$ cat config.mk
export PLATFORM = sky130hd
export DESIGN_NAME = sprite_palette_bank
export DESIGN_NICKNAME = d
export VERILOG_FILES = /design/src/rtl/sprite_palette_bank.sv
export SDC_FILE = /design/constraint.sdc
export NUM_CORES = 1
export LEC_CHECK = 0
export BUFFER_PORTS_ARGS = -buffer_cell sky130_fd_sc_hd__buf_4
export CORE_MARGIN = 4
export CORE_UTILIZATION = 45
export DETAILED_ROUTE_END_ITERATION = 8
export GPL_ROUTABILITY_DRIVEN = 0
export PLACE_DENSITY = 0.72
export SETUP_SLACK_MARGIN = 0.3
export SLEW_MARGIN = 40
export SYNTH_ARGS = -nofsm -noshare
export SYNTH_HDL_FRONTEND = slang
export SYNTH_SLANG_ARGS = --single-unit
$ cat constraint.sdc
create_clock -name Clk -period 29.6 [get_ports Clk]
set_clock_uncertainty 0.05 [all_clocks]
set_input_delay 1.48 -clock Clk [delete_from_list [all_inputs] [get_ports Clk]]
set_output_delay 1.48 -clock Clk [all_outputs]
set_load 0.005 [all_outputs]
$ cat src/rtl/sprite_palette_bank.sv
// Multi-palette 12-bit RGB lookup for sprite pixels, with transparency flag and frame-counted hit flash.
// Latency 2 cycles from rd_valid to out_valid; one lookup per cycle, no backpressure.
module sprite_palette_bank #(
    parameter int IDX_W        = 3,
    parameter int NUM_PAL      = 4,
    parameter int PAL_W        = 2,
    parameter int TRANSP_IDX   = 0,
    parameter int FLASH_FRAMES = 8
) (
    input  logic             Clk,
    input  logic             Reset,
    input  logic             wr_en,
    input  logic [PAL_W-1:0] wr_pal,
    input  logic [IDX_W-1:0] wr_idx,
    input  logic [11:0]      wr_rgb,
    input  logic             rd_valid,
    input  logic [PAL_W-1:0] rd_pal,
    input  logic [IDX_W-1:0] rd_idx,
    input  logic             transp_en,
    input  logic             vsync_tick,
    input  logic             flash_start,
    output logic [3:0]       red,
    output logic [3:0]       green,
    output logic [3:0]       blue,
    output logic             out_valid,
    output logic             out_transparent,
    output logic             flash_active
);
    localparam int DEPTH = 1 << IDX_W;
    localparam logic [IDX_W-1:0] TIDX = IDX_W'(TRANSP_IDX);
    localparam logic [7:0] LAST_FRAME = 8'(FLASH_FRAMES - 1);

    typedef enum logic {S_IDLE, S_FLASH} state_t;

    function automatic logic [11:0] pal0_init(input int i);
        case (i)
            0:       return 12'h0E1;
            1:       return 12'h000;
            2:       return 12'h04D;
            3:       return 12'hB86;
            4:       return 12'hECA;
            5:       return 12'hD30;
            6:       return 12'h322;
            7:       return 12'h090;
            default: return 12'h000;
        endcase
    endfunction

    logic [11:0]      r_pal [NUM_PAL][DEPTH];
    state_t           r_state, w_state_nxt;
    logic [7:0]       r_cnt, w_cnt_nxt;
    logic             r_flash_active;
    logic             r_s1_vld, r_s1_transp;
    logic [11:0]      r_s1_rgb;
    logic             r_out_vld, r_out_transp;
    logic [11:0]      r_out_rgb;

    logic             w_wr_ok, w_rd_oor, w_transp, w_white;
    logic [PAL_W-1:0] w_wr_pal, w_rd_pal;
    logic [11:0]      w_rd_rgb;

    // Palette indices are clamped to 0 when out of range so the array is never indexed past NUM_PAL.
    assign w_wr_ok  = wr_en && (32'(wr_pal) < NUM_PAL);
    assign w_wr_pal = (32'(wr_pal) < NUM_PAL) ? wr_pal : '0;
    assign w_rd_oor = !(32'(rd_pal) < NUM_PAL);
    assign w_rd_pal = w_rd_oor ? '0 : rd_pal;
    assign w_transp = w_rd_oor || (transp_en && (rd_idx == TIDX));
    assign w_white  = (r_state == S_FLASH) && !r_cnt[0] && !w_transp;
    assign w_rd_rgb = w_rd_oor ? 12'h000 : (w_white ? 12'hFFF : r_pal[w_rd_pal][rd_idx]);

    always_ff @(posedge Clk or posedge Reset) begin
        if (Reset) begin
            for (int p = 0; p < NUM_PAL; p++) begin
                for (int i = 0; i < DEPTH; i++) begin
                    r_pal[p][i] <= (p == 0) ? pal0_init(i) : 12'h000;
                end
            end
        end else if (w_wr_ok) begin
            r_pal[w_wr_pal][wr_idx] <= wr_rgb;
        end
    end

    always_comb begin
        w_state_nxt = r_state;
        w_cnt_nxt   = r_cnt;
        case (r_state)
            S_IDLE: begin
                if (flash_start) begin
                    w_state_nxt = S_FLASH;
                    w_cnt_nxt   = 8'd0;
                end
            end
            S_FLASH: begin
                // A restart takes priority over a coincident frame tick.
                if (flash_start) begin
                    w_cnt_nxt = 8'd0;
                end else if (vsync_tick) begin
                    if (r_cnt == LAST_FRAME) begin
                        w_state_nxt = S_IDLE;
                        w_cnt_nxt   = 8'd0;
                    end else begin
                        w_cnt_nxt = r_cnt + 8'd1;
                    end
                end
            end
            default: begin
                w_state_nxt = S_IDLE;
                w_cnt_nxt   = 8'd0;
            end
        endcase
    end

    always_ff @(posedge Clk or posedge Reset) begin
        if (Reset) begin
            r_state        <= S_IDLE;
            r_cnt          <= 8'd0;
            r_flash_active <= 1'b0;
        end else begin
            r_state        <= w_state_nxt;
            r_cnt          <= w_cnt_nxt;
            r_flash_active <= (w_state_nxt == S_FLASH);
        end
    end

    always_ff @(posedge Clk or posedge Reset) begin
        if (Reset) begin
            r_s1_vld     <= 1'b0;
            r_s1_transp  <= 1'b0;
            r_s1_rgb     <= 12'h000;
            r_out_vld    <= 1'b0;
            r_out_transp <= 1'b0;
            r_out_rgb    <= 12'h000;
        end else begin
            r_s1_vld <= rd_valid;
            if (rd_valid) begin
                r_s1_transp <= w_transp;
                r_s1_rgb    <= w_rd_rgb;
            end
            r_out_vld <= r_s1_vld;
            if (r_s1_vld) begin
                r_out_transp <= r_s1_transp;
                r_out_rgb    <= r_s1_rgb;
            end
        end
    end

    assign red             = r_out_rgb[11:8];
    assign green           = r_out_rgb[7:4];
    assign blue            = r_out_rgb[3:0];
    assign out_valid       = r_out_vld;
    assign out_transparent = r_out_transp;
    assign flash_active    = r_flash_active;
endmodule

Word level (Yosys, flattened, before mapping) --
Cells that the tools add are included.
Cells by class: $add $sub $neg 1, magnitude comparators 6, eq/ne operators 3, muxes and demuxes 22, bitwise logic cells 5, reduce and logical (&&, ||, !) cells 9
Operators with widths (number):
- 384-bit bitwise mux | 1
- 96-bit two-way mux | 3
- 96-bit binary-select mux with 2-bit select | 1
- 96-bit demux with 2-bit select | 1
- 12-bit two-way mux | 4
- 12-bit binary-select mux with 3-bit select | 1
- 12-bit demux with 3-bit select | 1
- 8-bit two-way mux | 4
- 8-bit case mux with 2 select lines | 1
- 8-bit by 1-bit adder with 8-bit output, second input constant | 1
- 8-bit by 3-bit == test with 1-bit output, second input constant | 1
- 4-bit >= comparator, second input constant | 2
- 3-bit NOT with 4-bit output | 2
- 3-bit >= comparator, second input constant | 2
- 2-bit NOT with 3-bit output | 2
- 1-bit logical AND | 5
- 4-bit by 1-bit < comparator with 1-bit output, second input constant | 1
- 1-bit two-way mux | 4
- 3-bit zero test | 1
- 3-bit by 1-bit < comparator with 1-bit output, second input constant | 1
- 3-bit != test, second input constant | 1
- 1-bit zero test | 2
- 2-bit != test, second input constant | 1
- 1-bit case mux with 2 select lines | 1
- other kinds (2) | 2
Word-level totals: flip-flop bits (word level) 421, output and inout bits 15

Longest topological paths before layout --
depth in word-level cells 8, gate-level depth with buffers 8

Worst setup path after synthesis --
Ideal clock, no wire load.
path kind input to register, start point input rd_pal[0], end point register r_s1_rgb[11], arrival 2699 ps, data required time 29421 ps, slack 26722 ps, stages 7, cell sequence buf_6 buf_6 mux4_2 mux2i_1 nor2_1 a311oi_1 nor3_1
On the way: cells in the longest elaborated chain, start to end 8
Ends and longest elaborated chain:
- start, declared | line 17 | input logic [PAL_W-1:0] rd_pal,
- 2-bit NOT with 3-bit output (implied by the code) | line 69 | assign w_rd_rgb = w_rd_oor ? 12'h000 : (w_white ? 12'hFFF : r_pal[w_rd_pal][rd_idx]);
- 96-bit binary-select mux with 2-bit select | line 69
- 96-bit two-way mux (implied by the code) (2 in a row) | line 69
- 12-bit binary-select mux with 3-bit select | line 69
- 12-bit two-way mux (implied by the code) (2 in a row) | line 69
- 12-bit two-way mux | line 69
- end signal, assigned | line 137 | r_s1_rgb <= w_rd_rgb;
- end, declared | line 54 | logic [11:0] r_s1_rgb;
No other way between the ends. The select of a mux whose other input is x is not followed. A chain may end at the register's enable or synchronous reset.

Worst setup path in the final report --
Same ends and word-level chain as after synthesis.

==> reports/qor.txt <==
Compound-Gate Fraction of Synth Area -> 3.746%
Post-Syn Instances -> 1330
Fmax achieved -> 0.2631 GHz
Static Leak -> 9.436 nW
final setup fails -> 0
CP Max Fanout -> 36
Sequential Area -> 0.01058 sq mm
Post-Synth Simple-Gate Area -> 3.193%
Post-CTS Setup Bufs -> 0
GRT Overall Usage -> 19.44%
DR WL/cell -> 23.69 um
total grt overflow -> 0
area of the multi-input gates -> 0.008090 sq mm
#FFs+latches synth -> 421
Mapped Nets -> 1361
Flop pwr share -> 48.6%
CP endpoint kind -> flop
Sw Share -> 24.15%
clock power share -> 36.4%
CTS root buffer -> clkbuf_16
placed cell count -> 1821
EDFF count, synth -> 0
Final Non-Filler Cells -> 1901
switching power -> 0.0003703 W
total CTS buffers -> 42
Clock Pin Slew Worst Setup and Hold Paths -> 0.06 ns
Worst EP required -> 29.95 ns
clock buffer depth -> 3
reg2reg setup slack -> 27.44 ns
RSZ-0062 raised after global routing -> false
pin count of the biggest net entering global routing -> 139
fin area -> 0.02140 sq mm
post-synth cell types -> 42
Vias -> 11.33k
Synth Area in Adders -> 0.1301%
Synth Warn # -> 0
Routed WL -> 45030 um
Crit-path slowest cell -> buf_4
PostCTS Resize Cnt -> 0
worst-margin pin slew -> 0.9099 ns
metal1 wirelength -> 19800 um
Max-Cap Viols -> 0
Syn Area/Cell -> 14.46 sq um
global-route wire length before repair -> 70900 um
CP cell instances -> buf_4 -> buf_4 -> mux4_2 -> mux2i_1 -> nor2_1 -> a311oi_1 -> nor3_1
clock sink count -> 421
Worst IR Drop VDD -> 0.03414 mV
Initial Util -> 45.66%
Die ar. -> 0.04612 sq mm
Period minus WS final -> 3.802 ns
status -> finished, final reports clean
reg-to-reg endpoint -> r_s1_rgb[11]
Hold Crit Class -> flop to flop
Remaining DRCs -> 0
WP data arrival -> 4.16 ns
vias in the first global route -> 11.74k
combinational power share -> 15.0%
register area share after synthesis -> 54.97%
Post-Synthesis Cell Area -> 0.01924 sq mm
Post-Synth XOR/XNOR Area -> 0.1366%
power per cell area -> 71.65 mW/mm^2
met3 wire length -> 2510 um
multiplexer share of the synthesized area -> 34.80%
CP peak stage delay -> 0.69 ns
crit path launch -> rd_pal[0]
Chip Width -> 214.8 um
Hold Violations, Final -> 0
Worst setup endpoint -> r_s1_rgb[11]
Vias/cell -> 5.957
CTS tree -> built
dpl cell area -> 0.01991 sq mm
Fill cells -> 3496
share of layout cells above drive strength 1 -> 48.71%
Internal -> 0.001163 W
Cell Rows -> 75
Die Y -> 214.8 um
FFs w/ async S/R, synth -> 100.0%
CTS Hold Bufs -> 0
Final Cycle Share -> 12.84%
number of top-level pins -> 44
Synth Flop Type -> dfrtp_1
DR top layer -> met5
drt first pass iters -> 5
I/O Buffers -> 43
Total Power -> 0.001533 W
Routed met2 length -> 21420 um
Slew HR -> 39.21%
Final TNS setup -> 0 ns
main combinational cell family by area after synthesis -> multiplexers
final net count -> 1357
fin. max-slew vios -> 0
core footprint -> 0.04213 sq mm
Worst Reg-to-Reg Cells -> 6
Clock Latency Late Sink -> 0.55 ns
post-route ant nets -> 0
HPWL after DPL -> 27340 um
most used cell, CP -> buf_4
H-tree depth -> 2
initial drt markers -> 913
worst r2r src -> r_cnt[0]
CP Launch Type -> primary input
critical path class -> primary input to flop
Area Overhead vs Synth -> 11.22%
initial antenna violation count -> 3
## registers in the layout (all words and copies together) (netlist names)
name,count
out_valid,1
flash_active,1
r_out_rgb,12
r_s1_vld,1
r_pal,384
out_transparent,1
r_s1_transp,1
r_cnt,8
r_s1_rgb,12
## kinds of logic after synthesis
group	count (synthesis)
AO/OA/AOI/OAI	107
buffers and inverters	115
XOR/XNOR	3
adder cells (fa/ha/maj)	2
multiplexers	551
flip-flops	421
AND/OR/NAND/NOR	131
## per-layer routing
layer,up-vias,global-route usage [%]
met5,-,0
met4,2,6.159
met3,65,3.531
met2,284,31.17
met1,6087,27.14
li1,4887,-
## placed cells by master, fill, tap and decap left out, types with 5 or more instances in the layout
cell       netlist  routed
nand2_1         36      36
nor3_1          12      12
a211oi_1        12      12
a311oi_1        15      15
mux4_2          50      50
o22ai_1         33      33
dfrtp_1        389     389
clkbuf_16        0      45
a31oi_1         12      12
clkbuf_1        48      11
o21a_1           9       9
mux2_2         442     442
nor2_1          47      45
o21ai_0         18      18
mux2i_1         59      59
nand3_1          5       5
clkbuf_8         0      15
nor3b_1          5       5
buf_4           13      59
dfstp_2         32      32
## layout make-up
| cell class | instances | share of cell area (%) |
|---|---|---|
| tap | 539 | 3.152 |
| antenna | 3 | 0.03509 |
| timing repair buffer | 65 | 2.608 |
| clock buffer | 70 | 6.357 |
| multi-input combinational | 794 | 37.81 |
| clock inverter | 7 | 0.5146 |
| sequential | 421 | 49.43 |
| inverter | 2 | 0.09357 |
## per-stage QoR
| step | hold slack (ns) | setup slack (ns) | utilization [%] |
|---|---|---|---|
| after floorplan | 0.3834 | 16.40 | - |
| after global placement | 0.4299 | 25.25 | 47.07 |
| after detailed placement | 0.4378 | 25.26 | 47.25 |
| after CTS | 0.4533 | 25.81 | 50.74 |
| after global routing | 0.4579 | 25.64 | 50.76 |
| final | 0.4509 | 25.80 | 50.78 |
## worst max-delay path: cells and delay by family
kind	cells	cell delay, ns
buf+inv	2	1.20
mux	2	0.86
compound gates	1	0.33
simple gates	2	0.22
## worst min path at each step
| stage | cells past startpoint | startpoint | slack [ns] | endpoint |
|---|---|---|---|---|
| after CTS | 1 | r_pal[157] | 0.45 | r_pal[157] |
| after detailed placement | 1 | r_pal[167] | 0.44 | r_pal[167] |
| after floorplan | 0 | r_s1_vld | 0.38 | out_valid |
| after global placement | 1 | r_pal[263] | 0.43 | r_pal[263] |
| after global routing | 1 | r_pal[157] | 0.46 | r_pal[157] |
| final | 1 | r_pal[149] | 0.45 | r_pal[149] |
## cells in the mapped netlist, types with 12 or more instances
master | count | area share, %
mux2_2 | 442 | 26
nor3_1 | 12 | 0.31
nor2_1 | 47 | 0.92
mux2i_1 | 59 | 3.1
mux4_2 | 50 | 5.9
o21ai_0 | 18 | 0.47
a311oi_1 | 15 | 0.68
nand2_1 | 36 | 0.70
o22ai_1 | 33 | 1.1
a211oi_1 | 12 | 0.47
dfrtp_1 | 389 | 51
buf_4 | 13 | 0.51
dfstp_2 | 32 | 4.4
a31oi_1 | 12 | 0.39
clkbuf_1 | 48 | 0.94
buf_2 | 45 | 1.2
## power groups by stage
stage          sequential, W  clock [W]  combinational [W]
3_5_place_dp        0.000754          0           0.000230
4_1_cts             0.000744   0.000567           0.000231
6_report            0.000746   0.000558           0.000230
2_1_floorplan       0.000734          0           0.000182
3_3_place_gp        0.000749          0           0.000221
5_1_grt             0.000757   0.000592           0.000251
Note: power is estimated with default switching activity, not from simulation.
